`src/rtl/imem_loader_if.sv`:
```
// Byte-stream input and instruction-memory write port for imem_loader.
// master = stream source / memory side, slave = the loader.
interface imem_loader_if #(
    parameter int ADDR_WIDTH = 8
) ();
    logic [7:0]            in_data;
    logic                  in_valid;
    logic                  in_ready;
    logic                  imem_we;
    logic [ADDR_WIDTH-1:0] imem_addr;
    logic [31:0]           imem_wdata;

    modport master (
        output in_data, in_valid,
        input  in_ready,
        input  imem_we, imem_addr, imem_wdata
    );

    modport slave (
        input  in_data, in_valid,
        output in_ready,
        output imem_we, imem_addr, imem_wdata
    );
endinterface

```
`src/rtl/imem_loader.sv`:
```
// Loads a framed big-endian program image into instruction memory and holds the CPU
// in reset until done. Define IMEM_LOADER_CKSUM_EN to require the trailing XOR checksum byte.
module imem_loader #(
    parameter int ADDR_WIDTH = 8
) (
    input  logic        clk,
    input  logic        reset,
    imem_loader_if.slave bus,
    output logic        cpu_hold,
    output logic        done,
    output logic        error,
    output logic [15:0] word_count
);
    typedef enum logic [2:0] {
        S_IDLE, S_LEN_HI, S_LEN_LO, S_DATA, S_WRITE, S_CHECK, S_DONE, S_ERR
    } state_t;

    localparam logic [7:0]  SYNC  = 8'hA5;
    localparam logic [16:0] LIMIT = 17'(1) << ADDR_WIDTH;
`ifdef IMEM_LOADER_CKSUM_EN
    localparam state_t END_STATE = S_CHECK;
`else
    localparam state_t END_STATE = S_DONE;
`endif

    state_t                state_q, state_d;
    logic [15:0]           len_q, len_d;
    logic [31:0]           word_q, word_d;
    logic [1:0]            lane_q, lane_d;
    logic [15:0]           word_count_q, word_count_d;
    logic                  in_ready_q, in_ready_d;
    logic                  imem_we_q, imem_we_d;
    logic [ADDR_WIDTH-1:0] imem_addr_q, imem_addr_d;
    logic [31:0]           imem_wdata_q, imem_wdata_d;
    logic                  cpu_hold_q, cpu_hold_d;
    logic                  done_q, done_d;
    logic                  error_q, error_d;
    logic                  xfer;
    logic [15:0]           len_new;
`ifdef IMEM_LOADER_CKSUM_EN
    logic [7:0]            cksum_q, cksum_d;
`endif

    assign xfer    = bus.in_valid && in_ready_q;
    assign len_new = {len_q[15:8], bus.in_data};

    // State register plus datapath and registered outputs
    always_ff @(posedge clk or negedge reset) begin
        if (!reset) begin
            state_q      <= S_IDLE;
            len_q        <= '0;
            word_q       <= '0;
            lane_q       <= '0;
            word_count_q <= '0;
            in_ready_q   <= 1'b1;
            imem_we_q    <= 1'b0;
            imem_addr_q  <= '0;
            imem_wdata_q <= '0;
            cpu_hold_q   <= 1'b1;
            done_q       <= 1'b0;
            error_q      <= 1'b0;
`ifdef IMEM_LOADER_CKSUM_EN
            cksum_q      <= '0;
`endif
        end else begin
            state_q      <= state_d;
            len_q        <= len_d;
            word_q       <= word_d;
            lane_q       <= lane_d;
            word_count_q <= word_count_d;
            in_ready_q   <= in_ready_d;
            imem_we_q    <= imem_we_d;
            imem_addr_q  <= imem_addr_d;
            imem_wdata_q <= imem_wdata_d;
            cpu_hold_q   <= cpu_hold_d;
            done_q       <= done_d;
            error_q      <= error_d;
`ifdef IMEM_LOADER_CKSUM_EN
            cksum_q      <= cksum_d;
`endif
        end
    end

    always_comb begin
        state_d      = state_q;
        len_d        = len_q;
        word_d       = word_q;
        lane_d       = lane_q;
        word_count_d = word_count_q;
`ifdef IMEM_LOADER_CKSUM_EN
        cksum_d      = cksum_q;
`endif
        case (state_q)
            S_IDLE, S_DONE, S_ERR: begin
                if (xfer && bus.in_data == SYNC) begin
                    state_d      = S_LEN_HI;
                    word_count_d = '0;
                    lane_d       = '0;
`ifdef IMEM_LOADER_CKSUM_EN
                    cksum_d      = '0;
`endif
                end
            end
            S_LEN_HI: begin
                if (xfer) begin
                    len_d   = {bus.in_data, len_q[7:0]};
                    state_d = S_LEN_LO;
                end
            end
            S_LEN_LO: begin
                if (xfer) begin
                    len_d = len_new;
                    if ({1'b0, len_new} > LIMIT)
                        state_d = S_ERR;
                    else if (len_new == 16'd0)
                        state_d = END_STATE;
                    else
                        state_d = S_DATA;
                end
            end
            S_DATA: begin
                if (xfer) begin
                    word_d = {word_q[23:0], bus.in_data};
                    lane_d = lane_q + 2'd1;
`ifdef IMEM_LOADER_CKSUM_EN
                    cksum_d = cksum_q ^ bus.in_data;
`endif
                    if (lane_q == 2'd3)
                        state_d = S_WRITE;
                end
            end
            S_WRITE: begin
                word_count_d = word_count_q + 16'd1;
                state_d = (word_count_q + 16'd1 == len_q) ? END_STATE : S_DATA;
            end
`ifdef IMEM_LOADER_CKSUM_EN
            S_CHECK: begin
                if (xfer)
                    state_d = (bus.in_data == cksum_q) ? S_DONE : S_ERR;
            end
`endif
            default: state_d = S_IDLE;
        endcase
    end

    // Outputs decode the upcoming state so they are flopped alongside it
    always_comb begin
        in_ready_d   = (state_d != S_WRITE);
        imem_we_d    = (state_d == S_WRITE);
        imem_addr_d  = imem_addr_q;
        imem_wdata_d = imem_wdata_q;
        if (imem_we_d) begin
            imem_addr_d  = word_count_q[ADDR_WIDTH-1:0];
            imem_wdata_d = word_d;
        end
        cpu_hold_d = (state_d != S_DONE);
        done_d     = (state_d == S_DONE);
        error_d    = (state_d == S_ERR);
    end

    assign bus.in_ready   = in_ready_q;
    assign bus.imem_we    = imem_we_q;
    assign bus.imem_addr  = imem_addr_q;
    assign bus.imem_wdata = imem_wdata_q;
    assign cpu_hold       = cpu_hold_q;
    assign done           = done_q;
    assign error          = error_q;
    assign word_count     = word_count_q;
endmodule

```
`src/flat_wrapper.sv`:
```
// flat-port wrapper written by rule: the top's interface ports become plain ports
module imem_loader_flat 
#(
    parameter int ADDR_WIDTH = 8
)
  (clk, reset, cpu_hold, done, error, word_count, bus_in_data, bus_in_valid, bus_in_ready, bus_imem_we, bus_imem_addr, bus_imem_wdata);
  imem_loader_if #(.ADDR_WIDTH(ADDR_WIDTH)) bus_i ();
  input  logic clk;
  input  logic reset;
  output logic cpu_hold;
  output logic done;
  output logic error;
  output logic [15:0] word_count;
  input wire logic [$bits(bus_i.in_data)-1:0] bus_in_data;
  input wire logic [$bits(bus_i.in_valid)-1:0] bus_in_valid;
  output wire logic [$bits(bus_i.in_ready)-1:0] bus_in_ready;
  output wire logic [$bits(bus_i.imem_we)-1:0] bus_imem_we;
  output wire logic [$bits(bus_i.imem_addr)-1:0] bus_imem_addr;
  output wire logic [$bits(bus_i.imem_wdata)-1:0] bus_imem_wdata;
  assign bus_i.in_data = bus_in_data;
  assign bus_i.in_valid = bus_in_valid;
  assign bus_in_ready = bus_i.in_ready;
  assign bus_imem_we = bus_i.imem_we;
  assign bus_imem_addr = bus_i.imem_addr;
  assign bus_imem_wdata = bus_i.imem_wdata;
  imem_loader #(.ADDR_WIDTH(ADDR_WIDTH)) u_core (.clk(clk), .reset(reset), .bus(bus_i), .cpu_hold(cpu_hold), .done(done), .error(error), .word_count(word_count));
endmodule
```
`config.mk`:
```
export PLATFORM = sky130hd
export DESIGN_NAME = imem_loader_flat
export DESIGN_NICKNAME = d
export VERILOG_FILES = /design/src/rtl/imem_loader_if.sv /design/src/rtl/imem_loader.sv /design/src/flat_wrapper.sv
export SDC_FILE = /design/constraint.sdc
export NUM_CORES = 1
export LEC_CHECK = 0
export ABC_AREA = 1
export BUFFER_PORTS_ARGS = -buffer_cell sky130_fd_sc_hd__buf_2
export CAP_MARGIN = 20
export CORE_MARGIN = 2
export CORE_UTILIZATION = 52
export DETAILED_ROUTE_END_ITERATION = 8
export GPL_TIMING_DRIVEN = 0
export PLACE_DENSITY_LB_ADDON = 0.08
export SETUP_SLACK_MARGIN = 0.15
export SYNTH_ARGS = -nofsm -noshare
export SYNTH_HDL_FRONTEND = slang
export SYNTH_SLANG_ARGS = --single-unit
```
`constraint.sdc`:
```
create_clock -name clk -period 1.6 [get_ports clk]
set_input_delay 0.08 -clock clk [delete_from_list [all_inputs] [get_ports clk]]
set_output_delay 0.08 -clock clk [all_outputs]
set_load 0.02 [all_outputs]
```
==> flow_summary.ini <==
[setup_path]
crit_required_ns = 2.02
max_stage_delay_ns = 0.44
path_cells = ha_4 -> nand2_4 -> nor2_4 -> nand2_2 -> nand2_2 -> nand2_2 -> nand2_1 -> nand2_1 -> nor2_1 -> nand2_1 -> nor2_4 -> nand3_2 -> nand2_2 -> nand2_2 -> nand2_1 -> nor2_1
crit_fanout = 6
cp-start-kind = register
crit_top_cell = nand2_2
path_class = register to register
cp-end-kind = register
cp_data_arrival_time_ns = 2.59
cp_slowest_cell = dfrtp_2

[power_and_ir_drop]
peakVddDrop_mv = 1.383
pwr-share-seq = 0.320
power.share.clock = 0.219
switching_power_uw = 7146
p_sw_frac = 0.4292
power_per_cell_area_nw_per_um2 = 2071
p_int_uw = 9505
p_leak_uw = 0.003911
combPwrFrac = 0.461

[status]
status = finished with violations
violations = setup timing

[logic_synthesis]
synthesis.nets = 612
yosysSeqAreaShare = 0.5579
synth_xor_area_frac = 0.008068
synth_fa_ha_area_frac = 0.004890
syn_area_um2 = 5117
syn_inst = 599
synth_edf_count = 0
yosysTopAreaCell = dfrtp_1
post-synth-top-count-cell = nand2_1
synth.distinct_cells = 31
synth_top_cells_by_area = dfrtp_1 (55%), nand2_1 (14%), nand3_1 (6.1%)
avgSynthCellArea_um2 = 8.543
ys.flop_type = dfrtp_1
synth_commonest_cells = nand2_1 (187), dfrtp_1 (112), nand3_1 (62), inv_1 (50), o21ai_0 (45)
synthArstFlopShare = 1.000
synth_top_family_by_area = simple AND/OR/NAND/NOR gates
synth-seq-cells = 114
yosysTopAreaCellShare = 0.5477
synth.mux.area_fraction = 0.01760
synth-simple-area-share = 0.2729
ys_warn_count = 0
synth_compound_area_frac = 0.08142

[sta]
timing.final.ws_setup_ns = -0.5742
finalHoldViolCount = 0
max_freq_ghz = 0.4599
fin_skew_ns = 0.009496
hold_ws_ns = 0.05421
finalCritPeriodShare = 1.359
relSlewSlack = 0.6843
drv_slew = 0
report.final.setup_viol = 61
rsz0062_at_grt = yes
finalCriticalPeriod_ns = 2.174
tightestPinTransition_ns = 0.4735

[clock_network]
clock_sinks = 114
clockBufferDepth = 2
clkSlewWorstSetupHoldPaths_ns = 0.06
clock_latency_ns = 0.53
cts_tree = yes
h-tree-depth = 4
cts_made_buffers = 17
cts_root_buf = clkbuf_8

[run]
cap_violations = 0

[global_route]
grt_usage = 0.2794
grt_first_pass_wirelength_um = 22190
antenna_found_initial = 0
grt_start_max_net_pins = 67
grt-ovfl-total = 0
grt_pass1_vias = 4391

[floorplanning]
initial_utilization = 0.5284
dieArea_um2 = 10650
row_count = 36
core-area_um2 = 9684
die_w_um = 103.2
ios = 72
die_h_um = 103.2

[place]
hpwl_um = 9239
routabilityCongestion = 0.9149
port_buffers = 71
place_area_um2 = 5720

[final_layout]
drive_gt1_frac = 0.4603
final_cell_area_um2 = 8039
antenna_cells = 0
layout-area-overhead-vs-synth_pct = 57.09
nets = 770

[drt]
wire_per_inst_um = 20.24
remaining_drc_errors = 0
drt_first_pass_iters = 6
drt_iter0_drc = 517
detail-route-antenna-nets = 0
wl_um = 18260
via_per_inst = 5.854
vias = 5280

[worst_hold_path]
worstHoldPathType = primary input to async pin
-- worst max-delay path, delay by kind of cell (launching register included) --
family                   cells  cell delay [ns]
adder cells (fa/ha/maj)      1             0.19
flip-flops                   1             0.44
AND/OR/NAND/NOR             15             1.44
-- power groups by stage --
stage	clock, uW	sequential (uW)	combinational, uW
floorplan	0	5570	2750
global placement	0	4960	4790
detailed placement	0	5010	4890
CTS	3610	4980	5540
global route	3800	5420	8170
finish	3650	5320	7670
-- placed cells by master (no fill, tap or decap), types with 6 or more instances in the layout --
| cell type | instances |
|---|---|
| nand2_1 | 133 |
| dfrtp_1 | 104 |
| buf_2 | 71 |
| nand3_1 | 47 |
| inv_1 | 42 |
| nand2_2 | 34 |
| buf_4 | 34 |
| clkbuf_16 | 26 |
| nor2_1 | 21 |
| nand2_4 | 20 |
| o21ai_0 | 20 |
| buf_6 | 20 |
| nor2_2 | 17 |
| o21ai_2 | 16 |
| nand3_2 | 14 |
| nand4_1 | 12 |
| nor2_4 | 11 |
| a31oi_1 | 11 |
| inv_2 | 9 |
| dlygate4sd3_1 | 9 |
| buf_8 | 8 |
| dfrtp_2 | 8 |
| nand2_8 | 7 |
| mux2_2 | 7 |
| o21ai_4 | 7 |
| o22ai_2 | 6 |
-- path summary, 6_finish.rpt --
path | cells after the start | endpoint | slack (ns) | startpoint
worst max register to register | 16 | u_core.error$_DFF_PN0_ | -0.57 | u_core.word_count[0]$_DFFE_PN0P_
worst min-delay path | 2 | u_core.word_count[13]$_DFFE_PN0P_ | 0.05 | reset
max in group asynchronous | 3 | u_core.bus.in_ready$_DFF_PN1_ | 0.83 | reset
min in group clk | 6 | u_core.bus.imem_addr[1]$_DFFE_PN0N_ | 0.16 | bus_in_valid
worst max-delay path | 16 | u_core.error$_DFF_PN0_ | -0.57 | u_core.word_count[0]$_DFFE_PN0P_
worst min register to register | 2 | u_core.bus.imem_wdata[26]$_DFFE_PN0N_ | 0.47 | u_core.bus.imem_wdata[26]$_DFFE_PN0N_
-- per-layer routing --
metal / global-route usage / up-vias / share of wire
met5: 0 / - / 0
met4: 0.09717 / 0 / 0.042
met3: 0.07325 / 99 / 0.087
met2: 0.4066 / 315 / 0.47
met1: 0.4095 / 2573 / 0.40
li1: - / 2293 / -
-- cell type report --
cell class              instances  area [um2]
clock inverters                10       110.1
well taps                     133       166.4
inverters                      53       224.0
multi-input cells             413        2813
clock buffers                  21       449.2
flip-flops and latches        114        2865
plain buffers                  20       252.7
fillers                       474        1645
repair buffers                138        1159
-- logic make-up after synthesis --
family          after synthesis
mux                           8
compound gates               76
fa+ha+maj                     2
xor+xnor                      3
buf+inv                      73
simple gates                323
flops                       114
-- state kept, by name, summed over array words and instances (netlist names), 2 cells and up --
signal and cells:
u_core.bus.imem_wdata 32, u_core.bus.imem_addr 8, u_core.word_q 32, u_core.len_q 16, u_core.lane_q 2, u_core.word_count 16, u_core.state_q 3
-- metrics by stage --
step / power [uW] / utilization / setup WS [ns] / TNS, ns / cells
after floorplan: 8323 / - / -0.1454 / -1.504 / 599
after global placement: 9753 / 0.5872 / -1.133 / -130.57 / 803
after detailed placement: 9897 / 0.5907 / -0.5232 / -27.50 / 804
after CTS: 14130 / 0.6932 / -0.3369 / -3.325 / 862
after global routing: 17390 / 0.8301 / -0.6333 / -9.055 / 902
final: 16650 / 0.8301 / -0.5742 / -6.213 / 902
-- timing repair --
action / CTS / global route
pin swaps: 17 / 37
hold endpoints to repair: 136 / 0
endpoints found under the setup margin: 114 / 100
hold buffers: 9 / 0
buffers inserted: 18 / 29
gates resized for setup: 70 / 235
gates cloned: 0 / 11
Power figures use the tool's default switching activity.
